**src/rtl/spu_imm_load_pipe.sv**
```systemverilog
// spu_imm_load_pipe: stallable/flushable immediate-load pipe (ILH/ILHU/IL/ILA/IOHL)
// Defining SPU_IMM_FWD_EN adds per-stage forwarding ports fwd_valid/fwd_addr/fwd_data.
module spu_imm_load_pipe #(
    parameter int DATA_W  = 128,
    parameter int LATENCY = 2,
    parameter int ADDR_W  = 7,
    parameter int IMM_W   = 18
) (
    input  logic              clk,
    input  logic              rst_n,
    input  logic              in_valid,
    input  logic [10:0]       in_opcode,
    input  logic [IMM_W-1:0]  in_imm,
    input  logic [ADDR_W-1:0] in_rt_addr,
    input  logic [DATA_W-1:0] in_rt_data,
    input  logic              stall,
    input  logic              flush,
    output logic              out_valid,
    output logic [ADDR_W-1:0] out_rt_addr,
    output logic [DATA_W-1:0] out_data,
    output logic              ill_op,
    output logic              busy
`ifdef SPU_IMM_FWD_EN
    ,
    output logic [LATENCY-1:0]        fwd_valid,
    output logic [LATENCY*ADDR_W-1:0] fwd_addr,
    output logic [LATENCY*DATA_W-1:0] fwd_data
`endif
);
    localparam int W = DATA_W / 32;
    logic [LATENCY-1:0]             vld_q, vld_d;
    logic [LATENCY-1:0][ADDR_W-1:0] addr_q, addr_d;
    logic [LATENCY-1:0][DATA_W-1:0] data_q, data_d;
    logic                           ill_q, ill_d;
    logic [15:0]                    i16;
    logic                           is_ilh, is_ilhu, is_il, is_ila, is_iohl, legal, acc;
    logic [DATA_W-1:0]              res;
    assign i16     = in_imm[15:0];
    assign is_ilh  = in_opcode == 11'b00010000011;
    assign is_ilhu = in_opcode == 11'b00010000010;
    assign is_il   = in_opcode == 11'b00010000001;
    assign is_ila  = in_opcode == 11'b00000100001;
    assign is_iohl = in_opcode == 11'b00011000001;
    assign legal   = is_ilh | is_ilhu | is_il | is_ila | is_iohl;
    assign acc     = in_valid & ~stall & ~flush;
    always_comb begin
        res = '0;
        for (int i = 0; i < W; i++)
            res[32*i +: 32] = is_ilh  ? {i16, i16} :
                              is_ilhu ? {i16, 16'h0} :
                              is_il   ? {{16{i16[15]}}, i16} :
                              is_ila  ? 32'(in_imm[17:0]) :
                              is_iohl ? (in_rt_data[32*i +: 32] | {16'h0, i16}) : 32'h0;
    end
    // A stall holds every stage in place; flush only kills valids, data may go stale.
    always_comb begin
        vld_d     = '0;
        addr_d    = addr_q;
        data_d    = data_q;
        vld_d[0]  = ~flush & (stall ? vld_q[0] : acc & legal);
        addr_d[0] = stall ? addr_q[0] : in_rt_addr;
        data_d[0] = stall ? data_q[0] : res;
        for (int i = 1; i < LATENCY; i++) begin
            vld_d[i]  = ~flush & (stall ? vld_q[i] : vld_q[i-1]);
            addr_d[i] = stall ? addr_q[i] : addr_q[i-1];
            data_d[i] = stall ? data_q[i] : data_q[i-1];
        end
        ill_d = acc & ~legal;
    end
    always_ff @(posedge clk) begin
        if (!rst_n) begin
            vld_q  <= '0;
            addr_q <= '0;
            data_q <= '0;
            ill_q  <= 1'b0;
        end else begin
            vld_q  <= vld_d;
            addr_q <= addr_d;
            data_q <= data_d;
            ill_q  <= ill_d;
        end
    end
    assign out_valid   = vld_q[LATENCY-1];
    assign out_rt_addr = addr_q[LATENCY-1];
    assign out_data    = data_q[LATENCY-1];
    assign ill_op      = ill_q;
    assign busy        = |vld_q;
`ifdef SPU_IMM_FWD_EN
    assign fwd_valid = vld_q;
    assign fwd_addr  = addr_q;
    assign fwd_data  = data_q;
`endif
endmodule

```
**config.mk**
```make
export PLATFORM = sky130hd
export DESIGN_NAME = spu_imm_load_pipe
export DESIGN_NICKNAME = d
export VERILOG_FILES = /design/src/rtl/spu_imm_load_pipe.sv
export SDC_FILE = /design/constraint.sdc
export NUM_CORES = 1
export LEC_CHECK = 0
export BUFFER_PORTS_ARGS = -buffer_cell sky130_fd_sc_hd__buf_2
export CAP_MARGIN = 20
export CORE_ASPECT_RATIO = 0.5
export CORE_MARGIN = 3
export CORE_UTILIZATION = 50
export DETAILED_ROUTE_END_ITERATION = 10
export HOLD_SLACK_MARGIN = 0.06
export PLACE_DENSITY_LB_ADDON = 0.15
export SYNTH_ARGS = -nofsm -noshare
export SYNTH_HDL_FRONTEND = slang
export SYNTH_SLANG_ARGS = --single-unit
```
**constraint.sdc**
```tcl
create_clock -name clk -period 2.85 [get_ports clk]
set_input_delay 0.57 -clock clk [delete_from_list [all_inputs] [get_ports clk]]
set_output_delay 0.57 -clock clk [all_outputs]
set_load 0.05 [all_outputs]
```
==> summary.txt, run 1 <==
Global route
  – Global Route Usage Sum: 24.55%
  – First-pass GRT wire length: 51950 um
  – Grt total ovfl: 0
  – Pin count of the biggest net entering global routing: 240
  – Number of global-route vias before repair: 9238
  – Initial antenna violation count: 7

Floorplan
  – I/O pin count: roughly 300
  – Die Y: 117.1 um
  – Die area: 0.02670 mm2
  – Initial cell density of the core: 52.43%
  – # rows: 39
  – Core area: between 0.02 and 0.025 mm2
  – Die Width: between 200 and 250 um

Placement
  – HPWL Detailed: 23590 um
  – Port bufs: 306
  – Placer congestion estimate: 0.9226

Critical path
  – CP endpoint kind: flop
  – R2R depth: 2
  – Critical path required time: 3.27 ns
  – CP startpoint: in_opcode[5]
  – CP Buf/Inv Count: 2
  – Setup crit end: data_q[71]
  – Slowest-stage cell, CP: or4b_1
  – Critical path class: in -> reg
  – R2R setup slack: roughly 2 ns
  – Critical path arrival: 2.69 ns
  – Crit-path max FO: 12
  – Worst r2r src: data_q[105]
  – Largest stage delay, worst path: 0.62 ns
  – Worst-path cell chain: buf_2 > or4b_1 > buf_4 > o41ai_1 > a22oi_1 > a221oi_1
  – Worst R2R End: data_q[105]
  – Crit-path leading delay family: compound AO/OA/AOI/OAI gates
  – Startpoint types: input pin
  – Cell count along the critical path: 6

Clock network
  – Clock root buffer: clkbuf_16
  – CTS Buf Count: 24
  – CTS tree: done
  – CTS resizes: 0
  – Clock-pin slew on the worst setup and hold paths: around 0.07 ns
  – Hold_buf cts: 0
  – Sinks on Clock Net: 273
  – Clock Path Buffers: 3
  – # Post-CTS Setup Buffers: 0
  – Htree depth: 1
  – Clk Latency, worst-skew pair: 0.52 ns

Timing
  – Final Setup Violations: 0
  – Worst Max-Slew Pin Slew: 1.021 ns
  – Setup TNS Final: 0 ns
  – Slew HR: 31.22%
  – Slew Limit Fails: 0
  – F_max: 440.1 MHz
  – Unrepaired setup endpoints after global routing: no
  – Min Hold Slack: 0.2810 ns
  – Fin crit period: approximately 2.3 ns
  – Final Skew: 0.007883 ns
  – Hold Violations, Final: 0
  – Period utilization: 79.73%

Synthesis
  – Synth area leader: dfxtp_1
  – Post-synthesis cell type count: 40
  – Yosys warns: 0
  – Sequential element share of the synthesized area: 44.32%
  – Cells after Synth: 1337
  – Synth async-reset ratio: 0%
  – Dominant synthesized flop cell: dfxtp_1
  – Post-synthesis cell area: 0.01233 mm2
  – Post-synth EDFFs: 0
  – Top-count cell post-synth: dfxtp_1
  – Net Count, Synth: 1506
  – Commonest cells post-synth: dfxtp_1 (273), mux2i_1 (143), nor2b_1 (142)
  – Largest cells by area after synthesis: dfxtp_1 (44%), mux2i_1 (12%), buf_4 (8.3%)
  – Yosys top cell area share: approximately 44%
  – Synth Area per Inst: 9.224 um2
  – #FFs+latches synth: about 270

Pwr
  – Switching part of the total: 25.97%
  – Max VDD drop: 0.0004250 V
  – Leak: 6.182 nW
  – Clock power frac: 41.1%
  – Switch Pwr: 2.225 mW
  – Combinational Power Share: 11.8%
  – Sequential power share: 47.1%
  – Pwr dens: approximately 610 mW/mm2
  – Internal: 6.342 mW

Flow run
  – Max_cap viols: 0

Routing
  – WL final: 34230 um
  – Avg WL per Cell: 18.93 um
  – Vias: 9610
  – ANT nets after route: 0
  – Drt pass-1 iters: 5
  – Mean number of vias per cell: ~5.3
  – Drt first-iter violations: ~800
  – Remaining DRCs: 0

Layout
  – Synth-to-layout area growth: 13.49%
  – FF+latch area: between 0.005 and 0.006 mm2
  – Area of the multi-input gates: 0.005230 mm2
  – Post-layout nets: ~1600
  – Filler cells: 2068
  – Share of cells above drive strength 1: 26.95%

Hold path
  – HP Class: in -> reg
  – Hold path depth: 3

Status
  – Status: finished, final reports clean
final cells by class:
class                   instances  area share, %
flip-flops and latches        273          39.05
multi-input cells             768          37.37
repair buffers                326          12.67
clock buffers                  31          4.988
well taps                     328          2.932
inverters                      66          1.770
clock inverters                13          1.171
diodes                          3        0.05364
power groups by stage:
| stage | Clock, mW | Sequential, mW | Combinational [mW] |
|---|---|---|---|
| after global routing | 3.74 | 4.05 | 1.08 |
| after CTS | 3.58 | 4.04 | 1.01 |
| final | 3.52 | 4.04 | 1.01 |
| after detailed placement | 0 | 4.13 | 1.00 |
| after global placement | 0 | 4.12 | 0.985 |
| after floorplan | 0 | 4.10 | 0.741 |
worst register-to-register path, stage by stage, from the launching register on:
cell	delay (ns)
dfxtp_1	0.33
inv_1	0.05
a221oi_1	0.31
routing by layer:
layer / wire (um) / vias to the layer above / GRT usage (%)
met5: 41 / - / 0
met4: 896 / 6 / 7.935
met3: 2090 / 60 / 5.609
met2: 15940 / 290 / 40.75
met1: 15260 / 4557 / 32.29
li1: - / 4697 / -
cell families (layout without fill, tap and decap cells):
kind of cell / count (synthesis) / after routing / synth area share, %
compound gates: 271 / 271 / 14.88
buf+inv: 296 / 436 / 13.33
flops: 273 / 273 / 44.32
mux: 143 / 143 / 11.61
other cells: 0 / 3 / 0
simple gates: 354 / 354 / 15.86
worst min-delay path by stage:
stage	startpoint	to	slack [ns]
2_1_floorplan	vld_q[0]	vld_q[0]	0.45
3_3_place_gp	data_q[108]	data_q[108]	0.46
3_5_place_dp	data_q[15]	data_q[15]	0.46
4_1_cts	in_rt_data[57]	data_q[57]	0.26
5_1_grt	in_rt_data[114]	data_q[114]	0.27
6_report	in_rt_data[57]	data_q[57]	0.28
placed cells by master, fill, tap and decap left out, drive strengths merged:
cell type	Yosys	routed
a2111oi	1	1
a21oi	89	89
a221oi	64	64
a22oi	29	29
a31oi	1	1
and3	2	2
buf	155	326
bufinv	0	3
clkbuf	75	31
clkinv	0	3
clkinvlp	0	5
dfxtp	273	273
diode	0	3
inv	66	68
mux2i	143	143
nand2	131	131
nand2b	14	14
nand3b	4	4
nand4	16	16
nor2	24	24
nor2b	142	142
nor3	2	2
nor4	2	2
nor4b	2	2
o2111ai	1	1
o21a	1	1
o21ai	67	67
o41ai	18	18
or2	1	1
or2b	7	7
or3b	1	1
or4	2	2
or4b	2	2
or4bb	2	2
flip-flops by register name, summed over array words and instances, names as in the netlist:
| name | flops |
|---|---|
| addr_q | 7 |
| out_data | 128 |
| data_q | 128 |
| out_rt_addr | 7 |
| vld_q | 2 |
| ill_op | 1 |
stage by stage:
step	instances	cell area, um2	util [%]	setup slack (ns)	power [mW]
after floorplan	1337	12330	-	0.4764	4.843
after global placement	1760	13120	55.78	0.2274	5.104
after detailed placement	1760	13120	55.78	0.1505	5.128
after CTS	1804	13980	59.44	0.6807	8.624
after global routing	1808	14000	59.51	0.5135	8.881
final	1808	14000	59.51	0.5778	8.567
(Power assumes the default switching activity.)
==> run 2: changes to the inputs <==
clock period = 2.2 ns   (was 2.85 ns; I/O delays follow)
==> summary.txt, run 2 (same netlist as run 1, synthesis figures left out) <==
Routing
  – Drt first-iter violations: around 760
  – Avg WL per Cell: 18.99 um
  – Mean number of vias per cell: between 5 and 6
  – WL final: 34840 um
  – ANT nets after route: 0
  – Drt pass-1 iters: 5
  – Vias: 9793
  – Remaining DRCs: 0

Flow run
  – Max_cap viols: 0

Timing
  – Slew Limit Fails: 0
  – Fin crit period: 2.001 ns
  – Min Hold Slack: 0.1502 ns
  – F_max: about 500 MHz
  – Slew HR: between 30% and 40%
  – Final Skew: 0.008806 ns
  – Period utilization: 90.95%
  – Hold Violations, Final: 0
  – Unrepaired setup endpoints after global routing: no
  – Final Setup Violations: 0
  – Worst Max-Slew Pin Slew: 0.9788 ns

Critical path
  – Critical path arrival: 2.42 ns
  – R2R setup slack: 1.38 ns
  – Setup crit end: data_q[4]
  – Worst R2R End: data_q[108]
  – Startpoint types: input pin
  – CP endpoint kind: flop
  – Critical path class: in -> reg
  – CP startpoint: in_opcode[8]
  – Crit-path max FO: 18
  – Worst r2r src: data_q[108]
  – R2R depth: 2
  – Critical path required time: 2.62 ns

Layout
  – Post-layout nets: 1655
  – FF+latch area: 0.005465 mm2
  – Commonest non-fill, non-tap cells in the layout: buf_2 (304), dfxtp_1 (273), mux2i_1 (143)
  – Area of the multi-input gates: 0.005230 mm2
  – Synth-to-layout area growth: 16.05%
  – Most common cell after layout, fill and taps aside: buf_2
  – Share of cells above drive strength 1: 28.13%
  – Fin area: 0.01431 mm2
  – Filler cells: 2095

Global route
  – Global Route Usage Sum: between 20% and 30%
  – Grt met2 use: a little over two fifths
  – GR Util met3: between 5 and 6%
  – Initial antenna violation count: 4
  – Pin count of the biggest net entering global routing: 153
  – Met1 GRT Util: 32.94%
  – Number of global-route vias before repair: 9450
  – First-pass GRT wire length: 53300 um
  – Grt total ovfl: 0
  – Busiest layer in global routing: met2

Pwr
  – Tot Pwr: around 11 mW
  – Max VDD drop: about 0.00042 V
  – Pwr dens: 781.7 mW/mm2
  – Leak: ~6.4 nW

Clock network
  – Sinks on Clock Net: 273
  – Hold_buf cts: 0
  – Clock-pin slew on the worst setup and hold paths: 0.07 ns
  – CTS tree: done
  – Htree depth: 1
  – # Post-CTS Setup Buffers: 0
  – Clk Latency, worst-skew pair: around 0.53 ns
  – CTS Buf Count: 24
  – Clock root buffer: clkbuf_16
  – Clock Path Buffers: 3
  – CTS resizes: 0

Hold path
  – Hold path start: in_rt_data[85]
  – HP Class: in -> reg
  – Hold path depth: 3

Placement
  – Placed cell area: 0.01343 mm2
  – Placer congestion estimate: 0.8893
  – Port bufs: between 300 and 400
  – HPWL Detailed: 24460 um

Floorplan
  – # rows: 39
  – Initial cell density of the core: 52.43%
  – I/O pin count: 307
  – Core area: between 0.02 and 0.025 mm2
  – Die Width: around 230 um
  – Die Y: 117.1 um
  – Die area: 0.02670 mm2

Status
  – Status: finished, final reports clean
## run 2: final cells by class
type / instances / share of cell area, %
inverters: 66 / 1.731
clock buffers: 32 / 4.835
well taps: 328 / 2.868
flip-flops and latches: 273 / 38.19
clock inverters: 12 / 1.207
multi-input cells: 768 / 36.54
diodes: 2 / 0.03497
repair buffers: 353 / 14.59
## run 2: critical path, cell delays in order
cell and delay, ns:
buf_2 0.10, or4_4 0.54, buf_4 0.24, a2111oi_4 0.35, buf_12 0.19, a22oi_1 0.23, a221oi_1 0.33
## run 2: through the flow
step                      util (%)  setup TNS, ns  setup WS, ns  std cells
after global placement       57.12         -23.69       -0.2688       1787
after detailed placement     57.12         -26.99       -0.2953       1787
after global routing         60.84              0        0.1140       1833
after CTS                    60.79              0        0.2531       1831
final                        60.85              0        0.1991       1834
after floorplan                  -       -0.02002     -0.002503       1337
## run 2: layer usage
metal,wire (um),share of wire (%)
met4,827,2.4
met2,16550,48
met3,2072,5.9
met1,15340,44
met5,39,0.11
## run 2: how the worst min path moves through the flow
stage,endpoint,slack (ns)
2_1_floorplan,vld_q[0],0.45
3_3_place_gp,data_q[2],0.46
3_5_place_dp,data_q[99],0.46
4_1_cts,data_q[85],0.12
5_1_grt,data_q[55],0.14
6_report,data_q[85],0.15
## run 2: power breakdown
group          switching, mW  total (mW)  internal, mW
sequential            0.0987        5.23          5.13
clock                   1.92        4.62          2.70
combinational          0.852        1.34         0.487
total                   2.87        11.2          8.32
